$ cat src/rtl/multicycle_control.sv
// multicycle_control
// Multicycle control FSM for the RV32I datapath. Sequences one instruction at
// a time through fetch, decode, execute, memory and writeback, and drives the
// LOAD strobes of the datapath registers plus the register-file, memory and
// mux selects.
//
// Ports
//   clk_i          clock, all state changes on the rising edge
//   rst_i          synchronous active-high reset
//   opcode_i       IR[6:0] from the IR register output
//   mem_ready_i    memory finished the current read/write this cycle
//   br_taken_i     ALU branch-condition result
//   *_load_o       one-cycle LOAD strobes for PC, IR(+OLD_PC), A/B, ALUOut, MDR
//   rf_write_o     register-file write enable
//   mem_read_o / mem_write_o  memory request
//   addr_src_o     memory address: 0=PC, 1=ALUOut
//   alu_src_a_o    00=PC, 01=A, 10=OLD_PC, 11=zero
//   alu_src_b_o    00=B, 01=const 4, 10=imm
//   alu_op_o       00=add, 01=branch compare, 10=funct-decoded
//   wb_sel_o       00=ALUOut, 01=MDR, 10=PC
//   pc_src_o       PC input: 0=ALU result, 1=ALUOut
//   state_o        current state code (debug)
//   trap_o         illegal-opcode flag
//
// Build option: define CTRL_TRAP_EN to send illegal opcodes to a sticky TRAP
// state; otherwise illegal opcodes execute as a NOP and trap_o stays 0.

module multicycle_control #(
    parameter int ALUOP_W = 2
) (
    input  logic               clk_i,
    input  logic               rst_i,
    input  logic [6:0]         opcode_i,
    input  logic               mem_ready_i,
    input  logic               br_taken_i,
    output logic               pc_load_o,
    output logic               ir_load_o,
    output logic               ab_load_o,
    output logic               aluout_load_o,
    output logic               mdr_load_o,
    output logic               rf_write_o,
    output logic               mem_read_o,
    output logic               mem_write_o,
    output logic               addr_src_o,
    output logic [1:0]         alu_src_a_o,
    output logic [1:0]         alu_src_b_o,
    output logic [ALUOP_W-1:0] alu_op_o,
    output logic [1:0]         wb_sel_o,
    output logic               pc_src_o,
    output logic [3:0]         state_o,
    output logic               trap_o
);

    localparam logic [6:0] OP_LOAD   = 7'b0000011;
    localparam logic [6:0] OP_STORE  = 7'b0100011;
    localparam logic [6:0] OP_REG    = 7'b0110011;
    localparam logic [6:0] OP_IMM    = 7'b0010011;
    localparam logic [6:0] OP_LUI    = 7'b0110111;
    localparam logic [6:0] OP_AUIPC  = 7'b0010111;
    localparam logic [6:0] OP_BRANCH = 7'b1100011;
    localparam logic [6:0] OP_JAL    = 7'b1101111;
    localparam logic [6:0] OP_JALR   = 7'b1100111;
    localparam logic [6:0] OP_FENCE  = 7'b0001111;
    localparam logic [6:0] OP_SYSTEM = 7'b1110011;

    typedef enum logic [3:0] {
        S_FETCH     = 4'd0,
        S_DECODE    = 4'd1,
        S_MEMADR    = 4'd2,
        S_MEMRD     = 4'd3,
        S_MEMWB     = 4'd4,
        S_MEMWR     = 4'd5,
        S_EXEC      = 4'd6,
        S_ALUWB     = 4'd7,
        S_BRANCH    = 4'd8,
        S_JAL       = 4'd9,
        S_JALR_ADDR = 4'd10,
        S_JALR      = 4'd11,
        S_TRAP      = 4'd15
    } state_e;

    state_e     state_q, state_d;
    // EXEC operand selects are decided in DECODE, so the opcode only needs
    // to be looked at in DECODE and MEMADR.
    logic [1:0] exec_a_q, exec_a_d, exec_b_q, exec_b_d;

    always_ff @(posedge clk_i) begin
        if (rst_i) begin
            state_q  <= S_FETCH;
            exec_a_q <= 2'b00;
            exec_b_q <= 2'b00;
        end else begin
            state_q  <= state_d;
            exec_a_q <= exec_a_d;
            exec_b_q <= exec_b_d;
        end
    end

    always_comb begin
        state_d       = state_q;
        exec_a_d      = exec_a_q;
        exec_b_d      = exec_b_q;
        pc_load_o     = 1'b0;
        ir_load_o     = 1'b0;
        ab_load_o     = 1'b0;
        aluout_load_o = 1'b0;
        mdr_load_o    = 1'b0;
        rf_write_o    = 1'b0;
        mem_read_o    = 1'b0;
        mem_write_o   = 1'b0;
        addr_src_o    = 1'b0;
        alu_src_a_o   = 2'b00;
        alu_src_b_o   = 2'b00;
        alu_op_o      = '0;
        wb_sel_o      = 2'b00;
        pc_src_o      = 1'b0;
        trap_o        = 1'b0;
        state_o       = state_q;

        case (state_q)
            S_FETCH: begin
                mem_read_o  = 1'b1;
                alu_src_b_o = 2'b01;
                if (mem_ready_i) begin
                    ir_load_o = 1'b1;
                    pc_load_o = 1'b1;
                    state_d   = S_DECODE;
                end
            end
            S_DECODE: begin
                // ALUOut captures OLD_PC + imm, the branch/JAL target.
                ab_load_o     = 1'b1;
                aluout_load_o = 1'b1;
                alu_src_a_o   = 2'b10;
                alu_src_b_o   = 2'b10;
                case (opcode_i)
                    OP_LOAD, OP_STORE: state_d = S_MEMADR;
                    OP_REG:    begin state_d = S_EXEC; exec_a_d = 2'b01; exec_b_d = 2'b00; end
                    OP_IMM:    begin state_d = S_EXEC; exec_a_d = 2'b01; exec_b_d = 2'b10; end
                    OP_LUI:    begin state_d = S_EXEC; exec_a_d = 2'b11; exec_b_d = 2'b10; end
                    OP_AUIPC:  begin state_d = S_EXEC; exec_a_d = 2'b10; exec_b_d = 2'b10; end
                    OP_BRANCH: state_d = S_BRANCH;
                    OP_JAL:    state_d = S_JAL;
                    OP_JALR:   state_d = S_JALR_ADDR;
                    OP_FENCE, OP_SYSTEM: state_d = S_FETCH;
`ifdef CTRL_TRAP_EN
                    default:   state_d = S_TRAP;
`else
                    default:   state_d = S_FETCH;
`endif
                endcase
            end
            S_MEMADR: begin
                aluout_load_o = 1'b1;
                alu_src_a_o   = 2'b01;
                alu_src_b_o   = 2'b10;
                state_d       = (opcode_i == OP_STORE) ? S_MEMWR : S_MEMRD;
            end
            S_MEMRD: begin
                mem_read_o = 1'b1;
                addr_src_o = 1'b1;
                if (mem_ready_i) begin
                    mdr_load_o = 1'b1;
                    state_d    = S_MEMWB;
                end
            end
            S_MEMWB: begin
                rf_write_o = 1'b1;
                wb_sel_o   = 2'b01;
                state_d    = S_FETCH;
            end
            S_MEMWR: begin
                mem_write_o = 1'b1;
                addr_src_o  = 1'b1;
                if (mem_ready_i) state_d = S_FETCH;
            end
            S_EXEC: begin
                aluout_load_o = 1'b1;
                alu_op_o      = ALUOP_W'(2'b10);
                alu_src_a_o   = exec_a_q;
                alu_src_b_o   = exec_b_q;
                state_d       = S_ALUWB;
            end
            S_ALUWB: begin
                rf_write_o = 1'b1;
                state_d    = S_FETCH;
            end
            S_BRANCH: begin
                // ALU compares A vs B; PC takes the target held in ALUOut.
                alu_src_a_o = 2'b01;
                alu_op_o    = ALUOP_W'(2'b01);
                pc_src_o    = 1'b1;
                pc_load_o   = br_taken_i;
                state_d     = S_FETCH;
            end
            S_JAL, S_JALR: begin
                rf_write_o = 1'b1;
                wb_sel_o   = 2'b10;
                pc_load_o  = 1'b1;
                pc_src_o   = 1'b1;
                state_d    = S_FETCH;
            end
            S_JALR_ADDR: begin
                aluout_load_o = 1'b1;
                alu_src_a_o   = 2'b01;
                alu_src_b_o   = 2'b10;
                state_d       = S_JALR;
            end
`ifdef CTRL_TRAP_EN
            S_TRAP: begin
                trap_o  = 1'b1;
                state_d = S_TRAP;
            end
`endif
            default: state_d = S_FETCH;
        endcase

        // Outputs are forced quiet for the whole reset window, even before
        // the first edge has put the state register into FETCH.
        if (rst_i) begin
            pc_load_o     = 1'b0;
            ir_load_o     = 1'b0;
            ab_load_o     = 1'b0;
            aluout_load_o = 1'b0;
            mdr_load_o    = 1'b0;
            rf_write_o    = 1'b0;
            mem_read_o    = 1'b0;
            mem_write_o   = 1'b0;
            addr_src_o    = 1'b0;
            alu_src_a_o   = 2'b00;
            alu_src_b_o   = 2'b00;
            alu_op_o      = '0;
            wb_sel_o      = 2'b00;
            pc_src_o      = 1'b0;
            trap_o        = 1'b0;
            state_o       = 4'd0;
        end
    end

endmodule

$ cat config.mk
export PLATFORM = sky130hd
export DESIGN_NAME = multicycle_control
export DESIGN_NICKNAME = d
export VERILOG_FILES = /design/src/rtl/multicycle_control.sv
export SDC_FILE = /design/constraint.sdc
export NUM_CORES = 1
export LEC_CHECK = 0
export CAP_MARGIN = 30
export CORE_UTILIZATION = 40
export DETAILED_ROUTE_END_ITERATION = 16
export GPL_TIMING_DRIVEN = 0
export PLACE_DENSITY_LB_ADDON = 0.05
export SYNTH_ARGS = -nofsm -noshare
export SYNTH_HDL_FRONTEND = slang
export SYNTH_SLANG_ARGS = --single-unit
$ cat constraint.sdc
create_clock -name clk_i -period 1.9 [get_ports clk_i]
set_input_delay 0.19 -clock clk_i [delete_from_list [all_inputs] [get_ports clk_i]]
set_output_delay 0.19 -clock clk_i [all_outputs]
set_load 0.02 [all_outputs]
==> metrics.txt, run 1 <==
# TYPE chip_impl_metric gauge
chip_impl_metric{name="max_transition_viols_final",unit=""} 0
chip_impl_info{name="result_of_the_run",value="complete, but fails checks"} 1
chip_impl_metric{name="post-route-min-period",unit="ps"} 1830
chip_impl_metric{name="grt_first_pass_wirelength",unit="um"} 3570
chip_impl_metric{name="drive_gt1_share",unit="%"} 25.7
chip_impl_info{name="clk_root_buffer_cell",value="sky130_fd_sc_hd__clkbuf_4"} 1
chip_impl_metric{name="fin_setup_tns",unit="ps"} 0
chip_impl_metric{name="worstPathMaxFanout",unit=""} 5
chip_impl_info{name="violations",value="design-rule violations"} 1
chip_impl_metric{name="post_synth_num_cell_types",unit=""} 43
chip_impl_metric{name="fin_nets",unit=""} 148
chip_impl_metric{name="post_synthesis_mean_instance_area",unit="um^2"} 7.04
chip_impl_metric{name="power-per-cell-area",unit="mW/mm^2"} 395
chip_impl_metric{name="globalRoute.totalOverflow",unit=""} 0
chip_impl_metric{name="area_growth_from_synthesis_to_final_layout",unit="%"} 53.5
chip_impl_metric{name="ff2ff_path_depth",unit=""} 6
chip_impl_metric{name="synth.cell_area",unit="um^2"} 704
chip_impl_metric{name="yosys_warnings",unit=""} 0
chip_impl_metric{name="cts_max_level",unit=""} 1
chip_impl_metric{name="fp.dieH",unit="um"} 44.0
chip_impl_metric{name="max_slew.worst_pin.slew",unit="ps"} 546
chip_impl_metric{name="timing.fmax",unit="MHz"} 546
chip_impl_metric{name="vias",unit=""} 890
chip_impl_metric{name="layout.area.seq",unit="um^2"} 143
chip_impl_metric{name="totalWireLength",unit="um"} 2170
chip_impl_info{name="timing.critical_path.from",value="state_q[2]"} 1
chip_impl_metric{name="vias_per_cell",unit=""} 5.86
chip_impl_metric{name="first_global_vias",unit=""} 812
chip_impl_metric{name="clk_pin_slew_worst_paths",unit="ps"} 50
chip_impl_metric{name="clock-skew-final",unit="ps"} 2.02
chip_impl_metric{name="vdd_drop_max",unit="mV"} 0.336
chip_impl_metric{name="synth.yosys.seq_area_share",unit="%"} 19.9
chip_impl_metric{name="filler_cell_count",unit=""} 151
chip_impl_metric{name="worst-endpoint-required",unit="ps"} 1710
chip_impl_metric{name="max_cap_viol_count",unit=""} 0
chip_impl_metric{name="hold_path_depth",unit=""} 2
chip_impl_info{name="ws_path_type",value="register to primary output"} 1
chip_impl_info{name="grt_setup_unrepaired",value="yes"} 1
chip_impl_metric{name="route.detailed.wl_per_inst",unit="um"} 14.3
chip_impl_info{name="worst_hold_startpoint",value="exec_a_q[1]"} 1
chip_impl_metric{name="async_reset_ff_share",unit="%"} 0
chip_impl_metric{name="global_route.usage.total",unit="%"} 24.5
chip_impl_metric{name="port_buffers",unit=""} 31
chip_impl_metric{name="drt.antenna.violating_nets",unit=""} 0
chip_impl_metric{name="fin_crit_sh",unit="%"} 96.4
chip_impl_metric{name="hold_violations",unit=""} 0
chip_impl_metric{name="starting_density_of_the_core",unit="%"} 44.7
chip_impl_metric{name="design.die.area",unit="mm^2"} 0.00193
chip_impl_metric{name="postSynthCellCount",unit=""} 100
chip_impl_metric{name="layoutNonFillerInstCount",unit=""} 152
chip_impl_metric{name="drt_first_iter_violations",unit=""} 18
chip_impl_metric{name="ctsLongestPathBuffers",unit=""} 2
chip_impl_metric{name="die_width",unit="um"} 44.0
chip_impl_metric{name="dp_hpwl",unit="um"} 1620
chip_impl_metric{name="slew-limit-headroom",unit="%"} 63.6
chip_impl_info{name="critical_path.startpoint_type",value="register"} 1
chip_impl_info{name="yosys.area.top_type",value="sky130_fd_sc_hd__dfxtp_1"} 1
chip_impl_metric{name="pre_cts_ws",unit="ps"} -286
chip_impl_info{name="synth-main-ff-cell",value="sky130_fd_sc_hd__dfxtp_1"} 1
chip_impl_info{name="critical_path.reg2reg.startpoint",value="state_q[3]"} 1
chip_impl_metric{name="antenna_violations_before_repair",unit=""} 0
chip_impl_metric{name="io_pins",unit=""} 34
chip_impl_metric{name="post-layout-total-power",unit="mW"} 0.427
chip_impl_metric{name="synth_top_area_share",unit="%"} 19.9
chip_impl_info{name="tritoncts_clock_tree",value="built"} 1
chip_impl_metric{name="final.setup.worst_slack",unit="ps"} 68.7
chip_impl_metric{name="synth_enable_flop_cells",unit=""} 0
chip_impl_info{name="hold_path_class",value="register to register"} 1
chip_impl_metric{name="synthesis_stage_register_bit_count",unit=""} 7
chip_impl_metric{name="dp_cells",unit=""} 147
chip_impl_metric{name="leakage",unit="nW"} 0.475
chip_impl_metric{name="detail_route.drc_violations",unit=""} 2
chip_impl_metric{name="setup_viol",unit=""} 0
chip_impl_metric{name="core_area",unit="mm^2"} 0.00158
chip_impl_metric{name="multi_input_comb_area",unit="um^2"} 539
chip_impl_info{name="worstSetupEndpointType",value="primary output"} 1
chip_impl_metric{name="cts_buffers",unit=""} 3
chip_impl_metric{name="grt_start_max_net_pins",unit=""} 11
chip_impl_metric{name="global_placer_s_final_weighted_congestion",unit=""} 0.872
chip_impl_metric{name="finish.instance_area",unit="mm^2"} 0.00108
chip_impl_metric{name="crit_arrival",unit="ps"} 1640
chip_impl_metric{name="placementRows",unit=""} 14
chip_impl_metric{name="firstDrtPassIters",unit=""} 13
chip_impl_metric{name="syn_nets",unit=""} 111
chip_impl_metric{name="clk_lat_worst_skew",unit="ps"} 260
chip_impl_metric{name="antenna_cells",unit=""} 0
chip_impl_metric{name="cts.sinks",unit=""} 7
chip_impl_metric{name="dpl_cell_area",unit="mm^2"} 0.00104
chip_impl_info{name="synthTopCellsByArea",value="sky130_fd_sc_hd__dfxtp_1 20%, sky130_fd_sc_hd__nor2_1 10%, sky130_fd_sc_hd__nand2b_1 4.4%, sky130_fd_sc_hd__nor3_1 4.3%, sky130_fd_sc_hd__inv_1 3.7%"} 1
sequential cells by signal (all words and copies together), names as in the netlist:
signal	flops
state_q	4
exec_a_q	2
exec_b_q	1
critical path, cell delays in order (launching register included):
cell	delay, ps
sky130_fd_sc_hd__dfxtp_2	350
sky130_fd_sc_hd__or4b_4	540
sky130_fd_sc_hd__nor2_1	140
sky130_fd_sc_hd__dlygate4sd2_1	350
logic make-up (layout without fill, tap and decap cells):
| family | Yosys count | after routing | synth area share, % |
|---|---|---|---|
| and+or+nand+nor | 49 | 49 | 39.6 |
| xor gates and xnor gates | 1 | 1 | 1.24 |
| buffers and inverters | 15 | 51 | 9.41 |
| other | 1 | 1 | 0.532 |
| adders and majority gates | 1 | 1 | 1.42 |
| DFF | 7 | 7 | 19.9 |
| muxes | 1 | 1 | 1.42 |
| AOI/OAI and AO/OA | 25 | 25 | 26.5 |
layer usage:
metal	part of all wire (%)	vias to the layer above	track usage [%]	wire, um
met5	0	-	0	0
met4	0.64	0	9.09	14
met3	5.9	2	7.08	128
met2	46	31	37.3	1010
met1	47	420	32.7	1020
li1	-	437	-	-
cell usage after synthesis, types with 2 or more instances:
cell type	n
sky130_fd_sc_hd__a22oi_1	2
sky130_fd_sc_hd__nand2b_1	5
sky130_fd_sc_hd__nor2_1	19
sky130_fd_sc_hd__o22ai_1	2
sky130_fd_sc_hd__o2bb2ai_1	2
sky130_fd_sc_hd__nand2_1	2
sky130_fd_sc_hd__nand3_1	2
sky130_fd_sc_hd__a211oi_1	2
sky130_fd_sc_hd__dfxtp_1	7
sky130_fd_sc_hd__buf_2	5
sky130_fd_sc_hd__o21ai_0	4
sky130_fd_sc_hd__nor2b_1	2
sky130_fd_sc_hd__inv_1	7
sky130_fd_sc_hd__nor3_1	6
sky130_fd_sc_hd__a21o_1	2
sky130_fd_sc_hd__nor4_1	2
sky130_fd_sc_hd__a311oi_1	2
sky130_fd_sc_hd__a21oi_1	2
timing repair:
item                                    CTS  global route
gates resized for setup                  41            21
buffers inserted                          0             1
gates cloned                              0             0
hold buffers                              0             0
endpoints found under the setup margin   19            12
per-stage QoR:
step | utilization (%) | hold WS (ps)
after detailed placement | 65.7 | 499
final | 68.6 | 507
after global placement | 65.7 | 494
after global routing | 68.6 | 527
after floorplan | - | 299
after CTS | 68.3 | 507
area by class of cell:
class / instances / share of cell area, %
clock buffers: 4 / 2.43
inverters: 7 / 2.78
multi-input cells: 78 / 49.9
repair buffers: 32 / 24.4
flip-flops and latches: 7 / 13.2
well taps: 16 / 1.85
plain buffers: 8 / 5.44
where the power goes:
part	switching [mW]	internal, mW	total [mW]
Clock	0.0567	0.0802	0.137
Sequential	0.00267	0.150	0.153
Combinational	0.0748	0.0622	0.137
Total	0.134	0.293	0.427
worst paths after layout:
path	to	slack [ps]
max	ab_load_o	70
min	exec_a_q[1]	510
max reg2reg	state_q[0]	220
min reg2reg	exec_a_q[1]	510
layout by cell type, fill, tap and decap left out, drive strengths merged, types with 2 or more instances in the layout:
master	count
dlygate4sd2	11
a211oi	2
nand2	2
clkbuf	12
nor4b	2
buf	9
nor3	7
o22ai	2
nor2	19
o21ai	4
a22oi	2
dfxtp	7
nor2b	2
a21oi	2
inv	6
a311oi	2
nor4	2
clkdlybuf4s50	12
o2bb2ai	2
nand3	2
a21o	2
nand2b	5
Note: power is estimated with default switching activity, not from simulation.
==> run 2, diff against run 1 <==
--- a/config.mk
+++ b/config.mk
@@ -5,10 +5,12 @@
 export SDC_FILE = /design/constraint.sdc
 export NUM_CORES = 1
 export LEC_CHECK = 0
+export ABC_AREA = 1
 export CAP_MARGIN = 30
-export CORE_UTILIZATION = 40
+export CORE_UTILIZATION = 41
 export DETAILED_ROUTE_END_ITERATION = 16
 export GPL_TIMING_DRIVEN = 0
+export HOLD_SLACK_MARGIN = 0.15
 export PLACE_DENSITY_LB_ADDON = 0.05
 export SYNTH_ARGS = -nofsm -noshare
 export SYNTH_HDL_FRONTEND = slang
==> constraint.sdc (replaced) <==
create_clock -name clk_i -period 1.9 [get_ports clk_i]
set_input_delay 0.19 -clock clk_i [delete_from_list [all_inputs] [get_ports clk_i]]
set_output_delay 0.19 -clock clk_i [all_outputs]
set_load 0.1 [all_outputs]
==> metrics.txt, run 2 <==
# TYPE chip_impl_metric gauge
chip_impl_info{name="result_of_the_run",value="finished, final reports clean"} 1
chip_impl_metric{name="clk_pin_slew_worst_paths",unit="ps"} 50
chip_impl_metric{name="leakage",unit="nW"} 0.574
chip_impl_metric{name="max_stage_delay",unit="ps"} 400
chip_impl_metric{name="drt.antenna.violating_nets",unit=""} 0
chip_impl_info{name="clk_root_buffer_cell",value="sky130_fd_sc_hd__clkbuf_4"} 1
chip_impl_metric{name="drive_gt1_share",unit="%"} 41.1
chip_impl_metric{name="worstPathMaxFanout",unit=""} 6
chip_impl_metric{name="global_placer_s_final_weighted_congestion",unit=""} 0.823
chip_impl_metric{name="worst_path_bufs_invs",unit=""} 3
chip_impl_metric{name="vdd_drop_max",unit="mV"} 0.528
chip_impl_metric{name="crit_arrival",unit="ps"} 1640
chip_impl_metric{name="grt_first_pass_wirelength",unit="um"} 3510
chip_impl_metric{name="area_growth_from_synthesis_to_final_layout",unit="%"} 61.8
chip_impl_info{name="regMostFlops",value="state_q"} 1
chip_impl_info{name="worst_path_most_repeated_cell",value="sky130_fd_sc_hd__inv_2"} 1
chip_impl_info{name="yosys.area.top_type",value="sky130_fd_sc_hd__dfxtp_1"} 1
chip_impl_metric{name="power.sequential.fraction",unit="%"} 22.9
chip_impl_metric{name="antenna_cells",unit=""} 0
chip_impl_metric{name="max_cap_viol_count",unit=""} 0
chip_impl_info{name="globalRoute.busiestLayer",value="met2"} 1
chip_impl_info{name="tritoncts_clock_tree",value="built"} 1
chip_impl_metric{name="total_switching_power",unit="mW"} 0.367
chip_impl_metric{name="post-layout-total-power",unit="mW"} 0.697
chip_impl_metric{name="io_pins",unit=""} 34
chip_impl_metric{name="drt_first_iter_violations",unit=""} 24
chip_impl_metric{name="hold_violations",unit=""} 0
chip_impl_metric{name="route.detailed.wl_per_inst",unit="um"} 10.5
chip_impl_metric{name="yosys_warnings",unit=""} 0
chip_impl_metric{name="antenna_violations_before_repair",unit=""} 0
chip_impl_metric{name="synth_enable_flop_cells",unit=""} 0
chip_impl_metric{name="cts_buffers",unit=""} 3
chip_impl_info{name="grt_setup_unrepaired",value="no"} 1
chip_impl_metric{name="largest_register_ffs",unit=""} 4
chip_impl_metric{name="vias_per_cell",unit=""} 4.92
chip_impl_metric{name="placementRows",unit=""} 15
chip_impl_info{name="biggestRegsByFlops",value="state_q (4), exec_a_q (2), exec_b_q (1)"} 1
chip_impl_metric{name="share_comb_of_total_power",unit="%"} 56.3
chip_impl_info{name="mostFrequentLayoutCells",value="34 x sky130_fd_sc_hd__nand2_1, 16 x sky130_fd_sc_hd__nor2_1, 15 x sky130_fd_sc_hd__nor2_2"} 1
chip_impl_metric{name="p_clk_share",unit="%"} 20.8
chip_impl_metric{name="design.die.area",unit="mm^2"} 0.00200
chip_impl_metric{name="post-route-util",unit="%"} 70.8
chip_impl_metric{name="die_width",unit="um"} 44.7
chip_impl_metric{name="timing.fmax",unit="MHz"} 547
chip_impl_info{name="synth-main-ff-cell",value="sky130_fd_sc_hd__dfxtp_1"} 1
chip_impl_info{name="critical_path.startpoint_type",value="register"} 1
chip_impl_metric{name="globalRoute.totalOverflow",unit=""} 0
chip_impl_metric{name="first_global_vias",unit=""} 833
chip_impl_metric{name="setup_viol",unit=""} 0
chip_impl_metric{name="ctsLongestPathBuffers",unit=""} 2
chip_impl_metric{name="post-route-min-period",unit="ps"} 1830
chip_impl_metric{name="grt_met3_usage",unit="%"} 2.45
chip_impl_metric{name="detail_route.drc_violations",unit=""} 0
chip_impl_metric{name="clock-skew-final",unit="ps"} 3.97
chip_impl_metric{name="firstDrtPassIters",unit=""} 4
chip_impl_info{name="hold_path_class",value="register to register"} 1
chip_impl_metric{name="fp.dieH",unit="um"} 44.7
chip_impl_info{name="synthMostInstantiatedCell",value="sky130_fd_sc_hd__nand2_1"} 1
chip_impl_metric{name="synth.yosys.seq_area_share",unit="%"} 18.8
chip_impl_metric{name="port_buffers",unit=""} 32
chip_impl_metric{name="post_synthesis_mean_instance_area",unit="um^2"} 5.37
chip_impl_metric{name="async_reset_ff_share",unit="%"} 0
chip_impl_metric{name="clk_lat_worst_skew",unit="ps"} 260
chip_impl_metric{name="totalWireLength",unit="um"} 2110
chip_impl_metric{name="cts_post_setup_buffers_inserted",unit=""} 0
chip_impl_metric{name="fin_nets",unit=""} 187
chip_impl_metric{name="core_area",unit="mm^2"} 0.00171
chip_impl_metric{name="starting_density_of_the_core",unit="%"} 43.7
chip_impl_metric{name="grt_use_met1",unit="%"} 29.9
chip_impl_metric{name="vias",unit=""} 984
chip_impl_metric{name="synth.cell_area",unit="um^2"} 747
chip_impl_metric{name="dp_hpwl",unit="um"} 1700
chip_impl_metric{name="switching_share",unit="%"} 52.6
chip_impl_metric{name="final.setup.worst_slack",unit="ps"} 73.1
chip_impl_metric{name="fin_crit_sh",unit="%"} 96.2
chip_impl_metric{name="synth_top_area_share",unit="%"} 18.8
chip_impl_metric{name="worst-endpoint-required",unit="ps"} 1710
chip_impl_metric{name="slew-limit-headroom",unit="%"} 63.9
chip_impl_info{name="worstSetupEndpointType",value="primary output"} 1
chip_impl_metric{name="max_slew.worst_pin.slew",unit="ps"} 544
chip_impl_info{name="slowest_stage",value="sky130_fd_sc_hd__dfxtp_1"} 1
chip_impl_metric{name="syn_nets",unit=""} 150
chip_impl_metric{name="power.internal",unit="mW"} 0.330
chip_impl_info{name="ws_path_type",value="register to primary output"} 1
chip_impl_info{name="synth_commonest_cells",value="34 x sky130_fd_sc_hd__nand2_1, 27 x sky130_fd_sc_hd__nor2_1, 14 x sky130_fd_sc_hd__inv_1, 11 x sky130_fd_sc_hd__nand3_1, 9 x sky130_fd_sc_hd__a21oi_1"} 1
chip_impl_metric{name="cts.sinks",unit=""} 7
chip_impl_metric{name="synthesis_stage_register_bit_count",unit=""} 7
chip_impl_metric{name="max_transition_viols_final",unit=""} 0
chip_impl_metric{name="fin_setup_tns",unit="ps"} 0
chip_impl_metric{name="power-per-cell-area",unit="mW/mm^2"} 577
chip_impl_metric{name="global_route.usage.total",unit="%"} 23.6
chip_impl_metric{name="post_synth_num_cell_types",unit=""} 23
chip_impl_info{name="timing.critical_path.max_delay_family",value="buffers and inverters"} 1
chip_impl_metric{name="cts_max_level",unit=""} 1
chip_impl_metric{name="pre_cts_ws",unit="ps"} -1030
chip_impl_metric{name="gr-usage-met2",unit="%"} 41.2
chip_impl_metric{name="postSynthCellCount",unit=""} 139
chip_impl_info{name="layout.cells.most_common",value="sky130_fd_sc_hd__nand2_1"} 1
chip_impl_info{name="crit_chain",value="inv_2 > nor2_4 > nand2_2 > inv_2 > a21oi_1 > a21oi_2 > buf_4"} 1
chip_impl_info{name="synthTopCellsByArea",value="sky130_fd_sc_hd__dfxtp_1 19%, sky130_fd_sc_hd__nand2_1 17%, sky130_fd_sc_hd__nor2_1 14%, sky130_fd_sc_hd__nand3_1 7.4%, sky130_fd_sc_hd__inv_1 7.0%"} 1
chip_impl_metric{name="grt_start_max_net_pins",unit=""} 11
-- run 2: stage by stage --
step	hold slack [ps]	std cells	area, um^2
global placement	473	196	1200
floorplan	387	139	846
CTS	493	200	1160
finish	485	200	1210
global route	518	200	1210
detailed placement	484	196	1200
-- run 2: worst reg2reg max path, delay by kind of cell, from the launching register on --
family | cells | cell delay, ps
compound gates | 1 | 210
flops | 1 | 400
buf+inv | 2 | 200
simple gates | 4 | 450
-- run 2: repair_timing --
| item | CTS | global route |
|---|---|---|
| setup endpoints to repair | 22 | 12 |
| gates resized for setup | 113 | 20 |
| hold buffers | 0 | 0 |
-- run 2: power by group through the flow --
stage                     combinational [mW]  clock, mW  sequential [mW]
after floorplan                        0.300          0            0.161
after global placement                 0.383          0            0.162
after detailed placement               0.386          0            0.162
after CTS                              0.379      0.151            0.159
after global routing                   0.414      0.157            0.160
final                                  0.392      0.145            0.160
-- run 2: metal layers --
| metal | share of wire [%] | wire length (um) |
|---|---|---|
| met1 | 43 | 909 |
| met2 | 52 | 1090 |
| met3 | 3.4 | 71 |
| met4 | 1.8 | 38 |
| met5 | 0 | 0 |
-- run 2: worst paths after layout --
kind               startpoint              to  slack, ps  depth (start not counted)
hold reg to reg   exec_a_q[0]     exec_a_q[0]        490                          2
setup / recovery   state_q[0]  alu_src_b_o[1]         70                          7
setup reg to reg   state_q[0]     exec_a_q[0]        530                          7
hold / removal    exec_a_q[0]     exec_a_q[0]        490                          2
-- run 2: cells by family after synthesis --
logic type / share of synthesized area (%)
compound gates: 12.2
buf+inv: 13.6
other cells: 0.502
simple gates: 54.9
flops: 18.8
-- run 2: final cells by class --
class	instances	area, um^2
buffer	3	22.5
clock buffer	4	26.3
fill	155	499
inverter	22	85.1
multi-input combinational	107	609
sequential	7	141
tap	25	31.3
timing repair buffer	32	293
